===== config.mk =====
export PLATFORM = sky130hd
export DESIGN_NAME = rx_serial_7o1_flat
export DESIGN_NICKNAME = d
export VERILOG_FILES = /design/src/rtl/rx_serial_pkg.sv /design/src/rtl/rx_serial_7o1_if.sv /design/src/rtl/rx_baud_counter.sv /design/src/rtl/rx_serial_7o1.sv /design/src/flat_wrapper.sv
export SDC_FILE = /design/constraint.sdc
export NUM_CORES = 1
export LEC_CHECK = 0
export ABC_AREA = 1
export CORE_MARGIN = 2
export CORE_UTILIZATION = 40
export CTS_BUF_LIST = sky130_fd_sc_hd__clkbuf_4
export DETAILED_ROUTE_END_ITERATION = 7
export GPL_TIMING_DRIVEN = 1
export PLACE_DENSITY = 0.56
export SLEW_MARGIN = 10
export SYNTH_ARGS = -nofsm -noshare
export SYNTH_HDL_FRONTEND = slang
export SYNTH_SLANG_ARGS = --single-unit

===== constraint.sdc =====
create_clock -name clock -period 2.34 [get_ports clock]
set_input_delay 0.351 -clock clock [delete_from_list [all_inputs] [get_ports clock]]
set_output_delay 0.351 -clock clock [all_outputs]
set_load 0.02 [all_outputs]

===== src/rtl/rx_serial_pkg.sv =====
// Shared definitions for the 7O1 serial receiver: FSM state codes,
// frame geometry and the default bit period.
`timescale 1ns/1ps
package rx_serial_pkg;

  localparam int DATA_BITS            = 7;
  localparam int CLKS_PER_BIT_DEFAULT = 434;

  // State codes, also exported on db_estado.
  localparam logic [3:0] ST_INICIAL     = 4'd0;
  localparam logic [3:0] ST_START       = 4'd1;
  localparam logic [3:0] ST_DADOS       = 4'd2;
  localparam logic [3:0] ST_PARIDADE    = 4'd3;
  localparam logic [3:0] ST_STOP        = 4'd4;
  localparam logic [3:0] ST_FINAL       = 4'd5;
  localparam logic [3:0] ST_ESPERA_IDLE = 4'd6;

  // Odd parity holds when data bits plus parity bit contain an odd number of ones.
  function automatic logic odd_parity_ok(input logic [DATA_BITS-1:0] data,
                                         input logic parity);
    return ^{data, parity};
  endfunction

endpackage


===== src/rtl/rx_serial_7o1_if.sv =====
// Serial line, consumer handshake and result bus of the 7O1 receiver.
// Handshake: tem_dado rises together with the one-cycle pronto pulse and stays
// high until the consumer drives recebe=1 for a cycle; a FINAL in that same
// cycle keeps tem_dado set. overrun exists only with RX_SERIAL_OVERRUN_EN.
`timescale 1ns/1ps
interface rx_serial_7o1_if;
  import rx_serial_pkg::*;

  logic                 dado_serial;
  logic                 recebe;
  logic [DATA_BITS-1:0] dados_ascii;
  logic                 paridade_ok;
  logic                 erro_frame;
  logic                 pronto;
  logic                 tem_dado;
  logic [3:0]           db_estado;
`ifdef RX_SERIAL_OVERRUN_EN
  logic                 overrun;
`endif

  // Receiver side.
  modport slave (
    input  dado_serial, recebe,
    output dados_ascii, paridade_ok, erro_frame, pronto, tem_dado, db_estado
`ifdef RX_SERIAL_OVERRUN_EN
    , output overrun
`endif
  );

  // Line driver / consumer side.
  modport master (
    output dado_serial, recebe,
    input  dados_ascii, paridade_ok, erro_frame, pronto, tem_dado, db_estado
`ifdef RX_SERIAL_OVERRUN_EN
    , input overrun
`endif
  );

endinterface


===== src/rtl/rx_baud_counter.sv =====
// Loadable bit-period down-counter. load (with half) sets the first period
// to a half bit, otherwise a full bit; while enabled it reloads itself on
// reaching zero and raises tick for that cycle.
`timescale 1ns/1ps
module rx_baud_counter #(
  parameter int CLKS_PER_BIT = 434
) (
  input  logic clk_i,
  input  logic rst_ni,
  input  logic load_i,
  input  logic half_i,
  input  logic enable_i,
  output logic tick_o
);

  localparam logic [15:0] FULL_M1 = 16'(CLKS_PER_BIT - 1);
  localparam logic [15:0] HALF_M1 = 16'((CLKS_PER_BIT / 2) - 1);

  logic [15:0] cnt_q, cnt_d;

  // Next count: load has priority, then enabled count-down with auto reload.
  always_comb begin
    cnt_d = cnt_q;
    if (load_i) begin
      cnt_d = half_i ? HALF_M1 : FULL_M1;
    end else if (enable_i) begin
      cnt_d = (cnt_q == 16'd0) ? FULL_M1 : cnt_q - 16'd1;
    end
  end

  // Count register.
  always_ff @(posedge clk_i or negedge rst_ni) begin
    if (!rst_ni) cnt_q <= 16'd0;
    else         cnt_q <= cnt_d;
  end

  assign tick_o = enable_i & (cnt_q == 16'd0);

endmodule


===== src/rtl/rx_serial_7o1.sv =====
// 7O1 asynchronous serial receiver: start, 7 data bits LSB first, odd
// parity, stop. Line is synchronised, sampled mid-bit, and the result is
// published in FINAL with a pronto pulse and a sticky tem_dado flag.
// Optional overrun flag: define RX_SERIAL_OVERRUN_EN.
`timescale 1ns/1ps
module rx_serial_7o1
  import rx_serial_pkg::*;
#(
  parameter int CLKS_PER_BIT = CLKS_PER_BIT_DEFAULT,
  parameter int SYNC_STAGES  = 2
) (
  input  logic            clock,
  input  logic            reset,
  rx_serial_7o1_if.slave  bus
);

  logic [SYNC_STAGES-1:0] sync_q;
  logic                   prev_q;
  logic                   line;

  logic [3:0]           state_q, state_d;
  logic [DATA_BITS-1:0] shift_q, shift_d;
  logic [2:0]           bit_cnt_q, bit_cnt_d;
  logic                 par_q, par_d;
  logic                 stop_q, stop_d;
  logic [DATA_BITS-1:0] dados_q, dados_d;
  logic                 par_ok_q, par_ok_d;
  logic                 erro_q, erro_d;
  logic                 pronto_q, pronto_d;
  logic                 tem_q, tem_d;
`ifdef RX_SERIAL_OVERRUN_EN
  logic                 ovr_q, ovr_d;
`endif

  logic cnt_load, cnt_half, cnt_en, tick;

  assign line = sync_q[SYNC_STAGES-1];

  // Synchroniser and previous-sample flop for falling-edge detection; idle-high on reset.
  always_ff @(posedge clock or negedge reset) begin
    if (!reset) begin
      sync_q <= '1;
      prev_q <= 1'b1;
    end else begin
      sync_q <= {sync_q[SYNC_STAGES-2:0], bus.dado_serial};
      prev_q <= line;
    end
  end

  rx_baud_counter #(.CLKS_PER_BIT(CLKS_PER_BIT)) u_baud (
    .clk_i    (clock),
    .rst_ni   (reset),
    .load_i   (cnt_load),
    .half_i   (cnt_half),
    .enable_i (cnt_en),
    .tick_o   (tick)
  );

  // FSM next state, datapath updates and bit-timer control.
  always_comb begin
    state_d   = state_q;
    shift_d   = shift_q;
    bit_cnt_d = bit_cnt_q;
    par_d     = par_q;
    stop_d    = stop_q;
    dados_d   = dados_q;
    par_ok_d  = par_ok_q;
    erro_d    = erro_q;
    pronto_d  = 1'b0;
    tem_d     = tem_q;
`ifdef RX_SERIAL_OVERRUN_EN
    ovr_d     = ovr_q;
`endif
    cnt_load  = 1'b0;
    cnt_half  = 1'b0;
    cnt_en    = 1'b0;

    // Consumer acknowledge; a FINAL below overrides it.
    if (bus.recebe) begin
      tem_d = 1'b0;
`ifdef RX_SERIAL_OVERRUN_EN
      ovr_d = 1'b0;
`endif
    end

    case (state_q)
      ST_INICIAL: begin
        if (prev_q && !line) begin
          cnt_load = 1'b1;
          cnt_half = 1'b1;
          state_d  = ST_START;
        end
      end
      ST_START: begin
        cnt_en = 1'b1;
        if (tick) begin
          if (!line) begin
            cnt_load  = 1'b1;
            bit_cnt_d = 3'd0;
            state_d   = ST_DADOS;
          end else begin
            state_d = ST_INICIAL;
          end
        end
      end
      ST_DADOS: begin
        cnt_en = 1'b1;
        if (tick) begin
          shift_d   = {line, shift_q[DATA_BITS-1:1]};
          bit_cnt_d = bit_cnt_q + 3'd1;
          if (bit_cnt_q == 3'(DATA_BITS - 1)) state_d = ST_PARIDADE;
        end
      end
      ST_PARIDADE: begin
        cnt_en = 1'b1;
        if (tick) begin
          par_d   = line;
          state_d = ST_STOP;
        end
      end
      ST_STOP: begin
        cnt_en = 1'b1;
        if (tick) begin
          stop_d  = line;
          state_d = ST_FINAL;
        end
      end
      ST_FINAL: begin
        dados_d  = shift_q;
        par_ok_d = odd_parity_ok(shift_q, par_q);
        erro_d   = ~stop_q;
        pronto_d = 1'b1;
        tem_d    = 1'b1;
`ifdef RX_SERIAL_OVERRUN_EN
        if (tem_q && !bus.recebe) ovr_d = 1'b1;
`endif
        if (stop_q) begin
          state_d = ST_INICIAL;
        end else begin
          cnt_load = 1'b1;
          state_d  = ST_ESPERA_IDLE;
        end
      end
      ST_ESPERA_IDLE: begin
        // Any low sample restarts the one-bit idle window.
        if (!line) begin
          cnt_load = 1'b1;
        end else begin
          cnt_en = 1'b1;
          if (tick) state_d = ST_INICIAL;
        end
      end
      default: state_d = ST_INICIAL;
    endcase
  end

  // State and output registers.
  always_ff @(posedge clock or negedge reset) begin
    if (!reset) begin
      state_q   <= ST_INICIAL;
      shift_q   <= '0;
      bit_cnt_q <= 3'd0;
      par_q     <= 1'b0;
      stop_q    <= 1'b0;
      dados_q   <= '0;
      par_ok_q  <= 1'b0;
      erro_q    <= 1'b0;
      pronto_q  <= 1'b0;
      tem_q     <= 1'b0;
`ifdef RX_SERIAL_OVERRUN_EN
      ovr_q     <= 1'b0;
`endif
    end else begin
      state_q   <= state_d;
      shift_q   <= shift_d;
      bit_cnt_q <= bit_cnt_d;
      par_q     <= par_d;
      stop_q    <= stop_d;
      dados_q   <= dados_d;
      par_ok_q  <= par_ok_d;
      erro_q    <= erro_d;
      pronto_q  <= pronto_d;
      tem_q     <= tem_d;
`ifdef RX_SERIAL_OVERRUN_EN
      ovr_q     <= ovr_d;
`endif
    end
  end

  assign bus.dados_ascii = dados_q;
  assign bus.paridade_ok = par_ok_q;
  assign bus.erro_frame  = erro_q;
  assign bus.pronto      = pronto_q;
  assign bus.tem_dado    = tem_q;
  assign bus.db_estado   = state_q;
`ifdef RX_SERIAL_OVERRUN_EN
  assign bus.overrun     = ovr_q;
`endif

endmodule


===== src/flat_wrapper.sv =====
// flat-port wrapper written by rule: the top's interface ports become plain ports
module rx_serial_7o1_flat import rx_serial_pkg::*;
#(
  parameter int CLKS_PER_BIT = CLKS_PER_BIT_DEFAULT,
  parameter int SYNC_STAGES  = 2
)
  (clock, reset, bus_dado_serial, bus_recebe, bus_dados_ascii, bus_paridade_ok, bus_erro_frame, bus_pronto, bus_tem_dado, bus_db_estado);
  rx_serial_7o1_if bus_i ();
  input  logic clock;
  input  logic reset;
  input wire logic [$bits(bus_i.dado_serial)-1:0] bus_dado_serial;
  input wire logic [$bits(bus_i.recebe)-1:0] bus_recebe;
  output wire logic [$bits(bus_i.dados_ascii)-1:0] bus_dados_ascii;
  output wire logic [$bits(bus_i.paridade_ok)-1:0] bus_paridade_ok;
  output wire logic [$bits(bus_i.erro_frame)-1:0] bus_erro_frame;
  output wire logic [$bits(bus_i.pronto)-1:0] bus_pronto;
  output wire logic [$bits(bus_i.tem_dado)-1:0] bus_tem_dado;
  output wire logic [$bits(bus_i.db_estado)-1:0] bus_db_estado;
  assign bus_i.dado_serial = bus_dado_serial;
  assign bus_i.recebe = bus_recebe;
  assign bus_dados_ascii = bus_i.dados_ascii;
  assign bus_paridade_ok = bus_i.paridade_ok;
  assign bus_erro_frame = bus_i.erro_frame;
  assign bus_pronto = bus_i.pronto;
  assign bus_tem_dado = bus_i.tem_dado;
  assign bus_db_estado = bus_i.db_estado;
  rx_serial_7o1 #(.CLKS_PER_BIT(CLKS_PER_BIT), .SYNC_STAGES(SYNC_STAGES)) u_core (.clock(clock), .reset(reset), .bus(bus_i));
endmodule

---- After elaboration in Yosys (flattened, before gate mapping) ----
Index checks and enable logic that the tools add are counted.
word-level totals
  register bits ........................... 46
  bits of input ports ..................... 4
  output and inout bits ................... 15
  logic and storage cells ................. 77
cells by class
  add/subtract/negate cells ............... 2
  equality and inequality tests ........... 16
  muxes and demuxes ....................... 30
  bitwise gates (word level) .............. 2
  reductions and logical operators ........ 14
operators by type and width
  operator                                                                 number
  16-bit 2-to-1 mux                                                        3
  4-bit 2-to-1 mux                                                         8
  4-bit one-hot mux with 7 select lines                                    1
  16-bit logical NOT                                                       1
  2-bit by 1-bit inequality test with 1-bit output, second input constant  8
  16-bit by 1-bit subtractor with 16-bit output, second input constant     1
  4-bit by 3-bit == test with 1-bit output, second input constant          3
  3-bit 2-to-1 mux                                                         4
  1-bit 2-to-1 mux                                                         9
  9-bit 2-to-1 mux                                                         1
  4-bit by 2-bit == test with 1-bit output, second input constant          2
  8-bit AND reduction                                                      1
  8-bit XOR reduction                                                      1
  3-bit one-hot mux with 2 select lines                                    1
  2-bit AND reduction                                                      3
  2-bit nonzero test                                                       3
  4-bit by 1-bit == test with 1-bit output, second input constant          1
  4-bit logical NOT                                                        1
  1-bit one-hot mux with 4 select lines                                    1
  4-bit AND reduction                                                      1
  4-bit OR reduction                                                       1
  3-bit by 1-bit adder with 3-bit output, second input constant            1
  3-bit == test, second input constant                                     1
  2-bit 2-to-1 mux                                                         1
  other kinds (6)                                                          6

---- Longest topological paths before layout ----
Gate-level depths: netlist (run 1).
  depth after elaboration ................. 7
  gate-level depth with buffers ........... 11

---- Modules after synthesis ----
Synthesis (run 1) repeated with hierarchy kept, for this count alone.
unflattened totals
  cell total of the unflattened synthesis .. 328
  area, all modules ....................... 2534.9 um2
by module, submodules not included
  module           times used  cells an instance  area each (um2)  seq. area each (um2)
  rx_serial_7o1    1           186                1500.2           729.4
  rx_baud_counter  1           142                1034.7           400.4

---- Worst setup path after synthesis (run 1) ----
No wires, ideal clock.
  path type ............................... reg2reg
  start ................................... register u_core.state_q[0] (netlist: u_core.bus.db_estado[0])
  end ..................................... register u_core.u_baud.cnt_q[6]
  library setup time ...................... 0.118 ns
  data arrival time ....................... 1.571 ns
  data required time ...................... 2.222 ns
  slack ................................... 0.652 ns
  stages on the path, launching flop included .. 11
  buffers on the path ..................... 2
  clock period less this slack ............ 1.688 ns
  path through ............................ dfrtp_1 > buf_4 > nor2_2 > nand2_1 > nor3_2 > nor2_8 > nand3_4 > inv_2 > buf_6 > nand2_1 > nand2_1
between the ends
  longest elaborated chain between the ends .. 7
  elaborated cells on any way between the ends .. 16
RTL lines
  what                                                                    RTL line               source
  from (decl)                                                             rx_serial_7o1.sv:21    logic [3:0] state_q, state_d;
  from (signal assigned)                                                  rx_serial_7o1.sv:174   state_q <= state_d;
  4-bit by 1-bit == test with 1-bit output, or another cell as far along  rx_serial_7o1.sv:86    case (state_q)
  4-bit OR reduction (no source line)                                     n/a
  1-bit one-hot mux with 2 select lines                                   rx_serial_7o1.sv:86
  1-bit bitwise AND                                                       rx_baud_counter.sv:37  assign tick_o = enable_i & (cnt_q == 16'd0);
  1-bit 2-to-1 mux                                                        rx_serial_7o1.sv:96    if (tick) begin
  1-bit one-hot mux with 4 select lines                                   rx_serial_7o1.sv:86
  16-bit 2-to-1 mux or 2-bit nonzero test (tied branches)                 n/a
  to (signal assigned)                                                    rx_baud_counter.sv:34  else cnt_q <= cnt_d;
  to (decl)                                                               rx_baud_counter.sv:19  logic [15:0] cnt_q, cnt_d;
Several ways; a longest one is shown, not always the timed one.
A chain may end at the register's enable or synchronous reset.

---- Final worst setup path (run 1) ----
  start ................................... register u_core.sync_q[1]
  end ..................................... register u_core.shift_q[4]
between the ends
  longest elaborated chain between the ends .. 4
RTL lines
  what                                   RTL line               source
  from (decl)                            rx_serial_7o1.sv:17    logic [SYNC_STAGES-1:0] sync_q;
  from (signal assigned)                 rx_serial_7o1.sv:45    sync_q <= {sync_q[SYNC_STAGES-2:0], bus.dado_serial};
  1-bit 2-to-1 mux                       rx_serial_7o1.sv:146   if (!line) begin
  1-bit one-hot mux with 2 select lines  rx_serial_7o1.sv:86
  1-bit bitwise AND                      rx_baud_counter.sv:37
  2-bit AND reduction (no source line)   n/a
  to (signal assigned)                   rx_serial_7o1.sv:175   shift_q <= shift_d;
  to (decl)                              rx_serial_7o1.sv:22    logic [DATA_BITS-1:0] shift_q, shift_d;
Every way passes these cells.

==> run_results.csv, run 1 <==
group,metric,value,unit
outcome,status,"finished clean",
detailed_routing,vias,2231,
cells_and_area,final_area,2930,um^2
logic_synthesis,synth_top_family_by_area,"simple AND/OR/NAND/NOR gates",
logic_synthesis,synth_nets,359,
clock_network,post_cts.repair.setup_buffers,0,
place,postPlaceCellArea,2840,um^2
clock_network,cts.sinks,45,
pwr,peakVddDrop,0.489,mV
detailed_routing,routed_wl,5790,um
floorplanning,die_w,84.9,um
detailed_routing,drcViolationCount,0,
floorplanning,die_y,84.9,um
critical_path,worstPathRequired,2.60,ns
place,place.gp.congestion,0.917,
cells_and_area,nNetsFinal,379,
clock_network,cts_root_buf,"clkbuf_4",
global_route,grt-ovfl-total,0,
critical_path,endpoint_kind,"flip-flop",
timing,min_period,1.93,ns
detailed_routing,routedWlPerCell,12.9,um
logic_synthesis,synth_xor_area_share,2.68,%
job,drv_cap,0,
cells_and_area,fillerInstances,653,
detailed_routing,topRoutingLayerUsed,"met4",
logic_synthesis,synth-simple-area-share,34.1,%
floorplanning,die-area,7200,um^2
floorplanning,coreArea,6350,um^2
timing,fin_crit_sh,82.5,%
logic_synthesis,ys_types,32,
logic_synthesis,muxShareOfSynthArea,0,%
cells_and_area,drive_gt1_share,10.8,%
timing,finalSetupTns,0,ns
detailed_routing,wl_met1,2850,um
pwr,power_frac_seq,34.9,%
pwr,p_sw_share,47.2,%
worst_hold_path,hold_class,"in -> async",
pwr,power_frac_comb,49.2,%
timing,maxSlewViolCount,0,
pwr,power_density,1110,nW/um^2
clock_network,clkLatencyLatePin,0.37,ns
timing,tightest_slew,0.563,ns
clock_network,cts.reportedPaths.clkPinSlew,0.16,ns
timing,fmax,518,MHz
timing,setup_viol,0,
logic_synthesis,synth.ff_latch_count,45,
pwr,p_int,1730,uW
detailed_routing,met2_length,2710,um
pwr,clockPowerShare,15.9,%
logic_synthesis,syn_inst,351,
logic_synthesis,seq_area_frac_synth,43.2,%
floorplanning,start_util,41.2,%
detailed_routing,dr.first_iter.drc_count,109,
floorplanning,row_count,29,
global_route,grt_pass1_vias,2173,
logic_synthesis,syn_area_per_cell,7.45,um^2
clock_network,cts_buffers,5,
detailed_routing,first_pass_iters,5,
logic_synthesis,synth_area,2620,um^2
timing,rsz0062_at_grt,"no",
global_route,grt.total_usage,17.6,%
place,port_buffers,17,
logic_synthesis,synth_fa_ha_area_share,1.91,%
cells_and_area,multi_input_area,1260,um^2
detailed_routing,wl_met3,170,um
cells_and_area,antennaDiodeCount,0,
critical_path,crit_fanout,14,
pwr,p_sw,1540,uW
clock_network,cts_resized,0,
global_route,grt_max_degree,46,
timing,slew_headroom,62.5,%
cells_and_area,seq_area,1130,um^2
detailed_routing,viasPerCell,4.97,
logic_synthesis,yosysWarnings,0,
global_route,grt_pass1_wl,10200,um
critical_path,setup.worst_path.class,"reg -> reg",
cells_and_area,final_util,46.1,%
place,dp_hpwl,4200,um
critical_path,cp.arrival,2.19,ns
clock_network,holdBufCountCts,0,
clock_network,h-tree-depth,2,
timing,clock_skew,0.0117,ns
logic_synthesis,synth_compound_area_share,9.33,%
critical_path,critPathLaunchType,"flip-flop",
detailed_routing,ant_nets,0,
cells_and_area,area_delta_synth_final,12.0,%
global_route,grt_antenna_before_repair,0,
clock_network,cts_buffer_depth,2,
clock_network,cts_tree,"built",
pwr,leakage,0.00146,uW
floorplanning,io_pins,19,
timing,hold_viol,0,
kinds of logic after synthesis:
family,after synthesis
AOI/OAI and AO/OA,45
xor gates and xnor gates,8
adders and majority gates,4
buffers and inverters,53
DFF,45
other,1
and+or+nand+nor,195
critical path, stage by stage (launching register included):
cell,delay [ns]
dfstp_2,0.63
inv_2,0.08
nand2_1,0.10
nand2_1,0.07
nand2_2,0.25
inv_2,0.16
nor2_4,0.18
nand2_2,0.19
nand2_1,0.10
o21ai_1,0.07
state kept, by name, summed over array words and instances (netlist names):
register,flops
u_core.u_baud.cnt_q,16
u_core.bus.dados_ascii,7
u_core.shift_q,7
u_core.bit_cnt_q,3
u_core.bus.db_estado,3
u_core.sync_q,2
u_core.bus.erro_frame,1
u_core.bus.paridade_ok,1
u_core.bus.pronto,1
u_core.bus.tem_dado,1
u_core.par_q,1
u_core.prev_q,1
u_core.stop_q,1
per-layer routing:
layer	up-vias	track usage [%]
li1	1158	-
met1	1036	24.4
met2	31	27.6
met3	6	3.40
met4	0	5.92
met5	-	0
placed cells by master, fill, tap and decap left out, types with 2 or more instances in the layout:
| master | Yosys | final |
|---|---|---|
| a21oi_1 | 9 | 9 |
| buf_4 | 3 | 2 |
| clkbuf_4 | 0 | 5 |
| clkdlybuf4s50_1 | 0 | 16 |
| dfrtp_1 | 42 | 42 |
| dfstp_2 | 3 | 3 |
| ha_1 | 4 | 4 |
| inv_1 | 41 | 41 |
| inv_2 | 6 | 6 |
| inv_6 | 0 | 2 |
| nand2_1 | 102 | 102 |
| nand2_2 | 4 | 4 |
| nand3_1 | 39 | 39 |
| nand3b_1 | 2 | 2 |
| nand4_1 | 4 | 4 |
| nor2_1 | 29 | 29 |
| nor2_2 | 8 | 8 |
| o211ai_1 | 2 | 2 |
| o21ai_0 | 13 | 13 |
| o21ai_1 | 17 | 17 |
| o21ai_2 | 2 | 2 |
| xnor2_1 | 5 | 5 |
| xor2_1 | 3 | 3 |
stage by stage:
stage          std cells  power (uW)  hold slack [ns]  worst slack (ns)
6_report             449        3270           0.0370             0.410
5_1_grt              449        3560           0.0683             0.199
4_1_cts              449        3300           0.0517             0.373
3_5_place_dp         441        2750            0.349             0.394
3_3_place_gp         441        2750            0.346             0.422
2_1_floorplan        351        2380           0.0554             0.652
power groups by stage:
stage	Clock, uW	Sequential, uW	Combinational [uW]
floorplan	0	1140	1240
global placement	0	1150	1590
detailed placement	0	1150	1600
CTS	546	1140	1610
global route	573	1160	1820
finish	520	1140	1610
synth_stat cells:
cell type	n	area share, %
a21oi_1	9	1.7
buf_4	3	0.86
buf_6	2	0.86
clkbuf_1	1	0.14
conb_1	1	0.14
dfrtp_1	42	40
dfstp_2	3	3.0
ha_1	4	1.9
inv_1	41	5.9
inv_2	6	0.86
nand2_1	102	15
nand2_2	4	0.96
nand3_1	39	7.5
nand3_4	1	0.67
nand3b_1	2	0.57
nand4_1	4	0.96
nand4_4	1	0.81
nor2_1	29	4.2
nor2_2	8	1.9
nor2_4	1	0.43
nor2_8	1	0.77
nor3_1	1	0.19
nor3_2	1	0.38
o2111ai_1	1	0.33
o211ai_1	2	0.57
o21ai_0	13	2.5
o21ai_1	17	3.3
o21ai_2	2	0.67
o21bai_1	1	0.29
or2_2	1	0.24
xnor2_1	5	1.7
xor2_1	3	1.0
cell type report:
class,count,share of cell area [%]
clock buffer,5,1.28
clock inverter,3,1.62
inverter,47,6.02
multi-input combinational,253,43.1
sequential,45,38.6
tap,77,3.29
timing repair buffer,19,6.15
final timing paths:
path / depth (start not counted) / to / from / slack (ns)
setup / recovery: 9 / u_core.shift_q[4] / u_core.sync_q[1] / 0.41
min in group clock: 0 / u_core.sync_q[1] / u_core.sync_q[0] / 0.37
hold reg to reg: 0 / u_core.sync_q[1] / u_core.sync_q[0] / 0.37
hold / removal: 2 / u_core.u_baud.cnt_q[3] / reset / 0.04
setup reg to reg: 9 / u_core.shift_q[4] / u_core.sync_q[1] / 0.41
max in group asynchronous: 2 / u_core.prev_q / reset / 1.92
No activity file was read; power rests on OpenSTA's default activity.
==> inputs of run 2 (changes only) <==
Settings changed: PLACE_DENSITY 0.56 to 0.58.
Clock period 2.34 ns to 1.74 ns, I/O delays scaled along.
==> run_results.csv, run 2 (same netlist as run 1, synthesis figures left out) <==
group,metric,value,unit
outcome,status,"finished clean",
global_route,grt_pass1_wl,10300,um
global_route,grt_pass1_vias,2203,
pwr,power,4880,uW
worst_hold_path,hold_class,"in -> reg",
detailed_routing,vias,2396,
floorplanning,start_util,41.2,%
timing,min_period,1.63,ns
cells_and_area,final_util,51.3,%
cells_and_area,largest_reg_flops,16,
job,drv_cap,0,
cells_and_area,fillerInstances,609,
pwr,peakVddDrop,0.718,mV
timing,setup_viol,0,
place,place_ws,0.0647,ns
critical_path,cp-endpoint,"u_core.bus.db_estado[1]",
timing,fmax,615,MHz
global_route,grt-ovfl-total,0,
place,port_buffers,17,
global_route,grt_max_degree,32,
clock_network,clkLatencyLatePin,0.36,ns
critical_path,reg2reg_depth,10,
cells_and_area,drive_gt1_share,21.4,%
detailed_routing,drcViolationCount,0,
critical_path,endpoint_kind,"flip-flop",
clock_network,cts_buffer_depth,2,
detailed_routing,routedWlPerCell,12.4,um
floorplanning,coreArea,6350,um^2
cells_and_area,largest-register,"u_core.u_baud.cnt_q",
global_route,grt.total_usage,17.7,%
critical_path,setup.worst_path.start,"u_core.u_baud.cnt_q[1]",
timing,finalWorstSetupSlack,0.114,ns
critical_path,worstPathRequired,2.00,ns
pwr,power_density,1500,nW/um^2
pwr,leakage,0.00165,uW
critical_path,r2r_slack,0.11,ns
detailed_routing,first_pass_iters,4,
floorplanning,io_pins,19,
critical_path,cp.arrival,1.89,ns
clock_network,cts_buffers,5,
detailed_routing,dr.first_iter.drc_count,140,
floorplanning,die_w,84.9,um
detailed_routing,routed_wl,5990,um
cells_and_area,final_common_cell,"nand2_1",
floorplanning,die-area,7200,um^2
clock_network,cts_tree,"built",
global_route,grt_antenna_before_repair,0,
cells_and_area,nNetsFinal,413,
timing,clock_skew,0.00951,ns
timing,fin_crit_sh,93.4,%
critical_path,reg2reg_to,"u_core.bus.db_estado[1]",
clock_network,cts_root_buf,"clkbuf_4",
floorplanning,row_count,29,
clock_network,cts.reportedPaths.clkPinSlew,0.14,ns
critical_path,crit_fanout,6,
timing,finalSetupTns,0,ns
detailed_routing,viasPerCell,4.96,
timing,hold_viol,0,
place,place.gp.congestion,0.898,
floorplanning,die_y,84.9,um
clock_network,cts.sinks,45,
clock_network,h-tree-depth,2,
critical_path,setup.worst_path.class,"reg -> reg",
detailed_routing,ant_nets,0,
timing,maxSlewViolCount,0,
place,dp_hpwl,4530,um
critical_path,reg2reg_from,"u_core.u_baud.cnt_q[1]",
cells_and_area,area_delta_synth_final,24.5,%
cells_and_area,antennaDiodeCount,0,
cells_and_area,final_cell_mix,"nand2_1, dfrtp_1, inv_1, nand3_1, buf_4",
critical_path,critPathLaunchType,"flip-flop",
-- run 2: changes by cell type in the layout (fill, tap and decap cells not counted), sizes merged --
cell	before	now
buf	3	35
dlygate4sd3	0	1
clkdlybuf4s50	16	13
dlygate4sd2	0	2
dlymetal6s2s	0	1
clkbuf	5	6
-- run 2: worst max-delay path, cell delays in order (launching register included) --
cell	delay, ns
dfrtp_1	0.43
inv_2	0.09
ha_4	0.13
nand3_1	0.10
nor2_2	0.14
buf_4	0.13
nand3_1	0.10
o21ai_4	0.22
nand2_1	0.08
nand2_1	0.06
nand2_1	0.05
-- run 2: worst min path at each step --
stage	to	depth (start not counted)	startpoint	slack, ns
4_1_cts	u_core.sync_q[0]	1	bus_dado_serial	0.28
3_5_place_dp	u_core.bus.tem_dado	1	reset	0.22
2_1_floorplan	u_core.bit_cnt_q[0]	0	reset	-0.03
6_report	u_core.sync_q[0]	1	bus_dado_serial	0.29
5_1_grt	u_core.sync_q[0]	1	bus_dado_serial	0.27
3_3_place_gp	u_core.bus.tem_dado	1	reset	0.21
-- run 2: timing repair --
action | in CTS | in global routing
hold buffers | 1 | 0
endpoints found under the hold margin | 14 | 0
pin swaps | 0 | 2
setup buffers | 0 | 8
setup endpoints to repair | 3 | 24
gates resized for setup | 4 | 19
gates cloned | 0 | 0
-- run 2: cell type report --
| cell class | instances | area (um^2) | share of cell area [%] |
|---|---|---|---|
| clock buffers | 5 | 37.5 | 1.15 |
| clock inverters | 3 | 47.5 | 1.46 |
| inverters | 47 | 179 | 5.49 |
| multi-input cells | 253 | 1310 | 40.3 |
| flip-flops and latches | 45 | 1130 | 34.8 |
| well taps | 77 | 96.3 | 2.96 |
| repair buffers | 53 | 452 | 13.9 |
-- run 2: report_power, final --
group          internal, uW  switching (uW)  leakage (uW)
logic                  1070            1630       0.00101
clock network           313             369     0.0000462
registers              1280             218      0.000595
total                  2670            2210       0.00165
-- run 2: routing by layer --
metal | GRT usage, % | vias up | share of wire [%]
li1 | - | 1224 | -
met1 | 24.8 | 1129 | 48
met2 | 28.1 | 34 | 48
met3 | 3.21 | 9 | 2.7
met4 | 5.19 | 0 | 1.5
met5 | 0 | - | 0
-- run 2: per-stage QoR --
stage                     cells  hold WS [ns]  area, um^2
final                       483         0.294        3260
after global routing        483         0.273        3260
after CTS                   475         0.276        3140
after detailed placement    466         0.219        3040
after global placement      466         0.211        3040
after floorplan             351       -0.0346        2620
==> inputs of run 3 (changes only) <==
Settings changed: CORE_MARGIN 2 to unset.
==> run_results.csv, run 3 (same netlist as run 1, synthesis figures left out) <==
group,metric,value,unit
detailed_routing,routed_wl,5950,um
timing,hold_viol,0,
cells_and_area,nNetsFinal,408,
cells_and_area,final_cell_mix,"nand2_1, inv_1, dfrtp_1, nand3_1, buf_4",
critical_path,endpoint_kind,"flip-flop",
critical_path,cp.arrival,1.92,ns
cells_and_area,finalNonFillerCells,478,
critical_path,setup.worst_path.start,"u_core.u_baud.cnt_q[1]",
pwr,power_density,1510,nW/um^2
global_route,grt_pass1_vias,2171,
detailed_routing,vias,2307,
critical_path,critPathLaunchType,"flip-flop",
floorplanning,start_util,41.4,%
clock_network,cts_buffers,5,
place,dp_hpwl,4350,um
detailed_routing,routedWlPerCell,12.4,um
pwr,leakage,0.00166,uW
worst_hold_path,hold_class,"in -> reg",
cells_and_area,largest_reg_flops,16,
global_route,grt.total_usage,17.9,%
critical_path,reg2reg_depth,10,
global_route,grt_antenna_before_repair,0,
critical_path,reg2reg_from,"u_core.u_baud.cnt_q[1]",
timing,fin_crit_sh,96.5,%
timing,tightest_slew,0.531,ns
critical_path,worstPathRequired,1.98,ns
cells_and_area,final_common_cell,"nand2_1",
floorplanning,die_w,82.9,um
place,place_inst,462,
timing,holdWs,0.277,ns
floorplanning,coreArea,6310,um^2
timing,min_period,1.68,ns
detailed_routing,dr.first_iter.drc_count,86,
critical_path,cp-endpoint,"u_core.bit_cnt_q[2]",
timing,setup_viol,0,
floorplanning,row_count,29,
global_route,grt-ovfl-total,0,
critical_path,crit_fanout,3,
cells_and_area,largest-register,"u_core.u_baud.cnt_q",
cells_and_area,area_delta_synth_final,24.5,%
pwr,peakVddDrop,0.740,mV
clock_network,cts.reportedPaths.clkPinSlew,0.15,ns
floorplanning,die_y,82.9,um
global_route,grt_pass1_wl,10000,um
clock_network,cts.sinks,45,
critical_path,reg2reg_to,"u_core.bit_cnt_q[2]",
floorplanning,io_pins,19,
clock_network,clkLatencyLatePin,0.36,ns
detailed_routing,first_pass_iters,4,
outcome,status,"finished clean",
cells_and_area,antennaDiodeCount,0,
detailed_routing,ant_nets,0,
place,port_buffers,17,
job,drv_cap,0,
cells_and_area,drive_gt1_share,21.4,%
global_route,grt_max_degree,27,
place,place.gp.congestion,0.839,
timing,maxSlewViolCount,0,
timing,slew_headroom,64.6,%
clock_network,h-tree-depth,2,
timing,clock_skew,0.0236,ns
detailed_routing,viasPerCell,4.83,
critical_path,setup.worst_path.class,"reg -> reg",
clock_network,cts_buffer_depth,2,
clock_network,cts_root_buf,"clkbuf_4",
clock_network,cts_tree,"built",
timing,fmax,595,MHz
floorplanning,die-area,6870,um^2
critical_path,r2r_slack,0.06,ns
detailed_routing,drcViolationCount,0,
==> run 3: changes by cell type in the layout (fill, tap and decap cells not counted), moves of 2 or more <==
cell and delta:
nor2_4 +3, inv_1 +2, nand2_4 +2, nor2_1 -2, buf_4 -3, inv_2 -2
nand2_1 -2
==> run 3: cell type report <==
cell class,instances,area (um^2)
Inverter,47,179
Clock inverter,3,47.5
Timing Repair Buffer,48,417
Tap cell,77,96.3
Multi-Input combinational cell,253,1350
Clock buffer,5,37.5
Fill cell,637,3060
Sequential cell,45,1130
==> run 3: critical path, stage by stage, from the launching register on <==
cell	delay (ns)
dfrtp_1	0.43
inv_1	0.09
ha_2	0.22
inv_1	0.06
nor2_2	0.16
nand3_2	0.15
nor2_4	0.14
buf_4	0.13
o211ai_1	0.08
nand2_1	0.07
nand2_1	0.04
==> run 3: layer usage <==
layer	wire [um]	global-route usage [%]	vias up	share of wire [%]
li1	-	-	1212	-
met1	2840	24.2	1038	48
met2	2790	29.1	53	47
met3	264	3.28	4	4.4
met4	57	5.49	0	0.96
met5	0	0	-	0
==> run 3: how the worst min path moves through the flow <==
stage	start	end	slack [ns]	depth (start not counted)
after floorplan	reset	u_core.bit_cnt_q[0]	-0.03	0
after global placement	reset	u_core.u_baud.cnt_q[4]	0.27	1
after detailed placement	reset	u_core.u_baud.cnt_q[5]	0.27	1
after CTS	bus_dado_serial	u_core.sync_q[0]	0.25	1
after global routing	bus_dado_serial	u_core.sync_q[0]	0.24	1
final	bus_dado_serial	u_core.sync_q[0]	0.28	1
==> run 3: power breakdown <==
group          switching (uW)  leakage (uW)  internal [uW]  total, uW
Clock                     374     0.0000462            313        687
Combinational            1640       0.00102           1070       2710
Sequential                240      0.000595           1280       1520
==> run 3: what timing repair did <==
action	4_1_cts	5_1_grt
endpoints found under the setup margin	16	30
buffers inserted	0	7
resized for setup	7	24
hold buffers	1	0
pin swaps	0	3
hold endpoints to repair	19	0
==> run 3: metrics by stage <==
step	setup TNS, ns	utilization [%]	setup WS (ns)	power [uW]	area (um^2)
6_report	0	51.6	0.0607	4930	3260
5_1_grt	-0.152	51.6	-0.0289	5340	3260
4_1_cts	0	49.5	0.00284	4660	3130
2_1_floorplan	0	-	0.0515	3210	2620
3_5_place_dp	0	47.7	0.0000185	3910	3010
3_3_place_gp	-0.0367	47.7	-0.0106	3900	3010
